<file path="src/rtl/nonce_result_scanner.sv">
// Scans the H0 word of every nonce against a difficulty target, keeps the lowest H0 and its nonce,
// then writes a 3-word report {found/best, min H0, hit count} and pulses done.
module nonce_result_scanner #(
  parameter int NUM_NONCES = 16
) (
  input  logic        clk,
  input  logic        reset,
  input  logic        start,
  input  logic [15:0] result_addr,
  input  logic [15:0] report_addr,
  input  logic [31:0] target,
  output logic        done,
  output logic        found,
  output logic [31:0] best_nonce,
  output logic        mem_clk,
  output logic        mem_we,
  output logic [15:0] mem_addr,
  output logic [31:0] mem_write_data,
  input  logic [31:0] mem_read_data
);

  localparam int IW = (NUM_NONCES > 1) ? $clog2(NUM_NONCES) : 1;
  localparam int CW = $clog2(NUM_NONCES + 1);

  typedef enum logic [2:0] {
    S_IDLE,
    S_RD_REQ,
    S_RD_WAIT,
    S_RD_CAP,
    S_WR0,
    S_WR1,
    S_WR2,
    S_DONE
  } state_t;

  state_t          r_state;
  state_t          w_next;
  logic [15:0]     r_result_addr;
  logic [15:0]     r_report_addr;
  logic [31:0]     r_target;
  logic [IW-1:0]   r_idx;
  logic [31:0]     r_min;
  logic [IW-1:0]   r_best;
  logic [CW-1:0]   r_hits;
  logic            r_found_out;
  logic [31:0]     r_best_out;
  logic            w_last;
  logic            w_hit;
  logic            w_lower;
  logic            w_found;

  assign mem_clk    = clk;
  assign found      = r_found_out;
  assign best_nonce = r_best_out;

  assign w_last  = (r_idx == IW'(NUM_NONCES - 1));
  assign w_hit   = (mem_read_data < r_target);
  assign w_lower = (mem_read_data < r_min);
  assign w_found = (r_hits != '0);

  always_ff @(posedge clk or posedge reset) begin
    if (reset) begin
      r_state <= S_IDLE;
    end else begin
      r_state <= w_next;
    end
  end

  always_comb begin
    w_next         = r_state;
    done           = 1'b0;
    mem_we         = 1'b0;
    mem_addr       = 16'h0000;
    mem_write_data = 32'h0000_0000;
    case (r_state)
      S_IDLE: begin
        if (start) w_next = S_RD_REQ;
      end
      S_RD_REQ: begin
        mem_addr = r_result_addr + 16'(r_idx);
        w_next   = S_RD_WAIT;
      end
      S_RD_WAIT: begin
        mem_addr = r_result_addr + 16'(r_idx);
        w_next   = S_RD_CAP;
      end
      S_RD_CAP: begin
        mem_addr = r_result_addr + 16'(r_idx);
        w_next   = w_last ? S_WR0 : S_RD_REQ;
      end
      S_WR0: begin
        mem_we         = 1'b1;
        mem_addr       = r_report_addr;
        mem_write_data = {w_found, 15'b0, 16'(r_best)};
        w_next         = S_WR1;
      end
      S_WR1: begin
        mem_we         = 1'b1;
        mem_addr       = r_report_addr + 16'd1;
        mem_write_data = r_min;
        w_next         = S_WR2;
      end
      S_WR2: begin
        mem_we         = 1'b1;
        mem_addr       = r_report_addr + 16'd2;
        mem_write_data = 32'(r_hits);
        w_next         = S_DONE;
      end
      S_DONE: begin
        done   = 1'b1;
        w_next = S_IDLE;
      end
      default: w_next = S_IDLE;
    endcase
  end

  always_ff @(posedge clk or posedge reset) begin
    if (reset) begin
      r_result_addr <= '0;
      r_report_addr <= '0;
      r_target      <= '0;
      r_idx         <= '0;
      r_min         <= '0;
      r_best        <= '0;
      r_hits        <= '0;
      r_found_out   <= 1'b0;
      r_best_out    <= '0;
    end else begin
      case (r_state)
        S_IDLE: begin
          if (start) begin
            r_result_addr <= result_addr;
            r_report_addr <= report_addr;
            r_target      <= target;
            r_idx         <= '0;
            r_min         <= 32'hFFFF_FFFF;
            r_best        <= '0;
            r_hits        <= '0;
            r_found_out   <= 1'b0;
            r_best_out    <= '0;
          end
        end
        S_RD_CAP: begin
          if (w_hit) r_hits <= r_hits + CW'(1);
          // Strict less-than keeps the earliest nonce on ties
          if (w_lower) begin
            r_min  <= mem_read_data;
            r_best <= r_idx;
          end
          if (!w_last) r_idx <= r_idx + IW'(1);
        end
        S_WR2: begin
          r_found_out <= w_found;
          r_best_out  <= 32'(r_best);
        end
        default: ;
      endcase
    end
  end

endmodule

</file>
<file path="config.mk">
export PLATFORM = sky130hd
export DESIGN_NAME = nonce_result_scanner
export DESIGN_NICKNAME = d
export VERILOG_FILES = /design/src/rtl/nonce_result_scanner.sv
export SDC_FILE = /design/constraint.sdc
export NUM_CORES = 1
export LEC_CHECK = 0
export BUFFER_PORTS_ARGS = -buffer_cell sky130_fd_sc_hd__buf_4
export CELL_PAD_IN_SITES_DETAIL_PLACEMENT = 0
export CELL_PAD_IN_SITES_GLOBAL_PLACEMENT = 1
export CORE_MARGIN = 2
export CORE_UTILIZATION = 41
export CTS_BUF_LIST = sky130_fd_sc_hd__clkbuf_16
export DETAILED_ROUTE_END_ITERATION = 6
export HOLD_SLACK_MARGIN = 0.05
export PLACE_DENSITY_LB_ADDON = 0.1
export SETUP_SLACK_MARGIN = 0.5
export SYNTH_ARGS = -nofsm -noshare
export SYNTH_HDL_FRONTEND = slang
export SYNTH_SLANG_ARGS = --single-unit
</file>
<file path="constraint.sdc">
create_clock -name clk -period 3.9 [get_ports clk]
set_input_delay 0.195 -clock clk [delete_from_list [all_inputs] [get_ports clk]]
set_output_delay 0.195 -clock clk [all_outputs]
set_load 0.03 [all_outputs]
</file>
==> results by stage <==
Run status:
- The run finished with clean final reports.

STA:
- Based on the critical path, the design can be clocked at up to between 300 and 400 MHz.
- The setup skew after layout is 0.00909 ns.
- The worst hold-check slack is roughly 0.36 ns.
- The max-slew violation count is 0.
- The shortest period the worst path allows is between 3 and 4 ns.
- The transition at the pin with the smallest max-transition slack is 0.769 ns.
- The number of hold-slack violations in the final timing report is 0.
- Headroom to the max-slew limit came out at 48.7%.
- The accumulated negative setup slack is 0 ns.
- The fraction of the cycle the final worst path needs is between 80% and 90%.
- Setup repair after global routing left no endpoint under its margin.
- The number of setup violations in the final report is 0.

Clock tree:
- Once the clock tree was built, the resizer swapped 0 gates to a different size.
- TritonCTS built the clock tree.
- The later-pin clock latency in the skew report is approximately 0.53 ns.
- Clock-pin slew was measured on the worst setup and hold paths at 0.05 ns.

Final layout:
- The commonest non-fill, non-tap cell in the layout is sky130_fd_sc_hd__nand2_1.
- Cells fill 57.3% of the core in the end.
- The area growth from synthesis to layout is 36.6%.
- The final cell count without fillers is 1456.
- The top cell types in the final layout, fill and taps aside, are sky130_fd_sc_hd__nand2_1 (179), sky130_fd_sc_hd__buf_4 (164), sky130_fd_sc_hd__dfrtp_1 (116).
- The number of fill cells in the layout is roughly 1800.
- The antenna diode count is 0.
- After routing the design area is around 11000 um^2.
- In the final design database the tool counted 1355 nets.
- In the final layout, the share of cells above drive strength 1 is between 10% and 20%.

Floorplanning:
- The starting density of the core is between 40% and 50%.
- The y dimension of the die is roughly 140 um.
- After floorplanning, the core was sized to cover around 19000 um^2.
- The die footprint is 20400 um^2.
- between 150 and 200 I/O pins were placed.
- The number of cell rows is 50.
- The die is 143 um wide.

Yosys:
- The synthesis-stage register bit count is 117.
- After synthesis the cells add up to between 7000 and 8000 um^2.
- Yosys mapped a number of flops with a built-in enable equal to 0.
- Averaged over all synthesized cells, the footprint is 8.33 um^2.
- Among all flip-flop cells after synthesis, the most frequent one is sky130_fd_sc_hd__dfrtp_1.
- The netlist uses between 50 and 60 different library cells.
- Synthesis produced a netlist whose cell count is about 950.
- Yosys printed 0 warnings.
- Counting flops with an async set or reset pin after synthesis yields a share of 100%.
- Summing the sequential cell areas from Yosys gives a little under two fifths of the chip area.

Setup path:
- The worst setup path is launched from a register.
- The cell depth of the worst flop-to-flop path is 9.
- The slowest stage of the critical path belongs to the cell sky130_fd_sc_hd__a21oi_1.
- Counting buffers and inverters, the worst setup path is 8 cells deep.
- The element type at the critical path end is an output pin.
- Counting both buffers and inverters, the worst setup path holds a total of 1.
- The signal arrival time at the worst endpoint is about 2.9 ns.
- The critical path class is reg2out.
- Of all nets on the critical path, the largest fanout is 6.
- Grouping stages by cell kind, the critical path spends the most delay in compound AO/OA/AOI/OAI gates.
- The largest single stage delay on the critical path is approximately 0.46 ns.
- Traced cell by cell, the critical path runs through ha_1 -> fa_1 -> a21o_1 -> a21oi_1 -> nor3_1 -> xnor2_1 -> o221ai_1 -> buf_4.
- At the worst endpoint, the required time is approximately 3.7 ns.

Pwr:
- The share of total power dissipated in the clock network is about a quarter.
- In this run the power spent charging and discharging nets is roughly 3000 uW.
- The maximum ir drop on the vdd rail is slightly above 0.5 mV.
- In this run the power density over the cells is 687 nW/um^2.
- Registers are responsible for 30.8% of the overall power.
- Of the total power, the share spent switching nets is between 40% and 50%.
- The share of power burned in combinational logic is between 40 and 50%.
- The leakage power is between 0.005 and 0.006 uW.
- The internal power summed over all cells is 4360 uW.

Place:
- Once placement completed, the tool counted placed cells totaling 1324.
- The area after detailed placement is 9140 um^2.
- The placed wire-length estimate is roughly 16 mm.
- The routability congestion estimate from global placement is about 0.88.
- Buffers placed on the I/O ports in this run total ~150.

Detailed routing:
- The routed length per placed instance is 15.2 um.
- The first TritonRoute pass finished after 4 iterations.
- Wires add up to roughly 22 mm.
- The initial DRC count is between 300 and 400.
- In this run the remaining antenna-violating nets after routing total 0.
- The number of design rule violations left after detail routing is 0.
- For this block, the via count after detailed routing is just over 7000.
- The via density per instance is 4.90.

Flow run:
- The max-cap check violation count is 0.

Global route:
- The via count of the first global-routing pass is about 7000.
- Entering global routing, the biggest net connects 64 pins.
- The number of antenna violations at the first check in global routing is 0.
- After global routing the overflow that remains totals 0.
- For this run, the total global-route usage over all layers was measured as between 20% and 30%.
- The wire length of the first global-routing pass is 35.7 mm.

Hold path:
- In this run the worst hold path is classified as in2async.
==> final timing paths <==
path | start | slack (ns) | to
max in group asynchronous | reset | 2.72 | r_state[2]
worst max register to register | r_min[15] | 1.08 | r_min[25]
min in group clk | result_addr[6] | 0.40 | r_result_addr[6]
worst min register to register | found | 0.48 | found
worst max-delay path | r_idx[0] | 0.78 | mem_addr[14]
worst min-delay path | reset | 0.36 | r_target[20]
==> cells in the mapped netlist, types with 2 or more instances <==
cell type / instances / area [um^2]
sky130_fd_sc_hd__ha_1: 71 / 888
sky130_fd_sc_hd__dfrtp_1: 117 / 2930
sky130_fd_sc_hd__o211ai_1: 5 / 37.5
sky130_fd_sc_hd__nor4b_1: 2 / 17.5
sky130_fd_sc_hd__nand3_1: 15 / 75.1
sky130_fd_sc_hd__o21a_1: 3 / 22.5
sky130_fd_sc_hd__xor2_1: 4 / 35.0
sky130_fd_sc_hd__a21oi_1: 28 / 140
sky130_fd_sc_hd__a31oi_1: 5 / 31.3
sky130_fd_sc_hd__o22ai_1: 6 / 37.5
sky130_fd_sc_hd__o31ai_1: 5 / 37.5
sky130_fd_sc_hd__and3_1: 33 / 206
sky130_fd_sc_hd__and2_1: 5 / 31.3
sky130_fd_sc_hd__nor3b_1: 4 / 30.0
sky130_fd_sc_hd__nor2b_1: 6 / 37.5
sky130_fd_sc_hd__nor3_1: 8 / 40.0
sky130_fd_sc_hd__mux2i_1: 42 / 420
sky130_fd_sc_hd__a21o_1: 13 / 97.6
sky130_fd_sc_hd__and4_1: 3 / 26.3
sky130_fd_sc_hd__or2_2: 3 / 18.8
sky130_fd_sc_hd__nor2_1: 68 / 255
sky130_fd_sc_hd__a31o_2: 2 / 17.5
sky130_fd_sc_hd__clkbuf_1: 35 / 131
sky130_fd_sc_hd__or3_1: 3 / 18.8
sky130_fd_sc_hd__inv_1: 104 / 390
sky130_fd_sc_hd__o21ai_0: 65 / 325
sky130_fd_sc_hd__buf_12: 3 / 60.1
sky130_fd_sc_hd__nand2b_1: 9 / 56.3
sky130_fd_sc_hd__nand2_1: 179 / 672
sky130_fd_sc_hd__o2111ai_1: 2 / 17.5
sky130_fd_sc_hd__buf_1: 6 / 22.5
sky130_fd_sc_hd__a22oi_1: 2 / 15.0
sky130_fd_sc_hd__a221oi_1: 2 / 17.5
sky130_fd_sc_hd__buf_4: 29 / 218
sky130_fd_sc_hd__nand4_1: 14 / 87.6
sky130_fd_sc_hd__o221ai_1: 6 / 52.6
sky130_fd_sc_hd__xnor2_1: 14 / 123
sky130_fd_sc_hd__buf_2: 2 / 10.0
sky130_fd_sc_hd__a22o_1: 8 / 70.1
==> area by class of cell <==
cell class	count	area, um^2	share of cell area [%]
Clock buffer	21	508	4.71
Clock inverter	14	170	1.58
Inverter	104	393	3.64
Multi-Input combinational cell	678	4240	39.3
Sequential cell	117	2930	27.1
Tap cell	260	325	3.01
Timing Repair Buffer	262	2220	20.6
==> flip-flops by register name, summed over array words and instances, names as in the netlist <==
| name | count |
|---|---|
| best_nonce | 4 |
| r_hits | 5 |
| r_best | 4 |
| found | 1 |
| r_report_addr | 16 |
| r_target | 32 |
| r_result_addr | 16 |
| r_idx | 4 |
| r_min | 32 |
| r_state | 3 |
==> stage by stage <==
| stage | setup WS, ns | power, uW |
|---|---|---|
| 3_3_place_gp | 1.04 | 5550 |
| 6_report | 0.776 | 7410 |
| 3_5_place_dp | 1.02 | 5600 |
| 2_1_floorplan | 0.604 | 4680 |
| 4_1_cts | 0.754 | 7480 |
| 5_1_grt | 0.580 | 8040 |
==> cell families after synthesis <==
logic type | share of synthesized area [%]
AOI/OAI and AO/OA | 12.8
xor gates and xnor gates | 2.00
adders and majority gates | 11.5
buffers and inverters | 10.7
DFF | 37.1
muxes | 5.46
other | 0.0475
and+or+nand+nor | 20.4
==> layer usage <==
layer	up-vias	share of wire [%]	global-route usage (%)
met5	-	0	0
met1	3343	47	28.8
met4	0	1.4	6.88
li1	3597	-	-
met3	26	4.6	5.37
met2	171	47	37.6
==> worst register-to-register path, stage by stage (launching register included) <==
cell and delay, ns:
sky130_fd_sc_hd__dfrtp_1 0.37, sky130_fd_sc_hd__inv_1 0.05, sky130_fd_sc_hd__ha_1 0.31, sky130_fd_sc_hd__nand4_1 0.12, sky130_fd_sc_hd__nor3_1 0.35, sky130_fd_sc_hd__nand4_1 0.13
sky130_fd_sc_hd__o211ai_1 0.29, sky130_fd_sc_hd__a211o_2 0.29, sky130_fd_sc_hd__buf_4 0.53, sky130_fd_sc_hd__mux2i_1 0.30
==> power groups by stage <==
stage	Combinational, uW	Clock, uW	Sequential, uW
detailed placement	3270	38.4	2290
CTS	3370	1840	2280
finish	3330	1800	2280
floorplan	2580	38.4	2060
global route	3790	1890	2360
global placement	3230	38.4	2280
==> repair_timing <==
item,4_1_cts,5_1_grt
endpoints found under the hold margin,151,0
endpoints found under the setup margin,0,0
buffers inserted,0,0
hold buffers,98,0
Power figures use the tool's default switching activity.
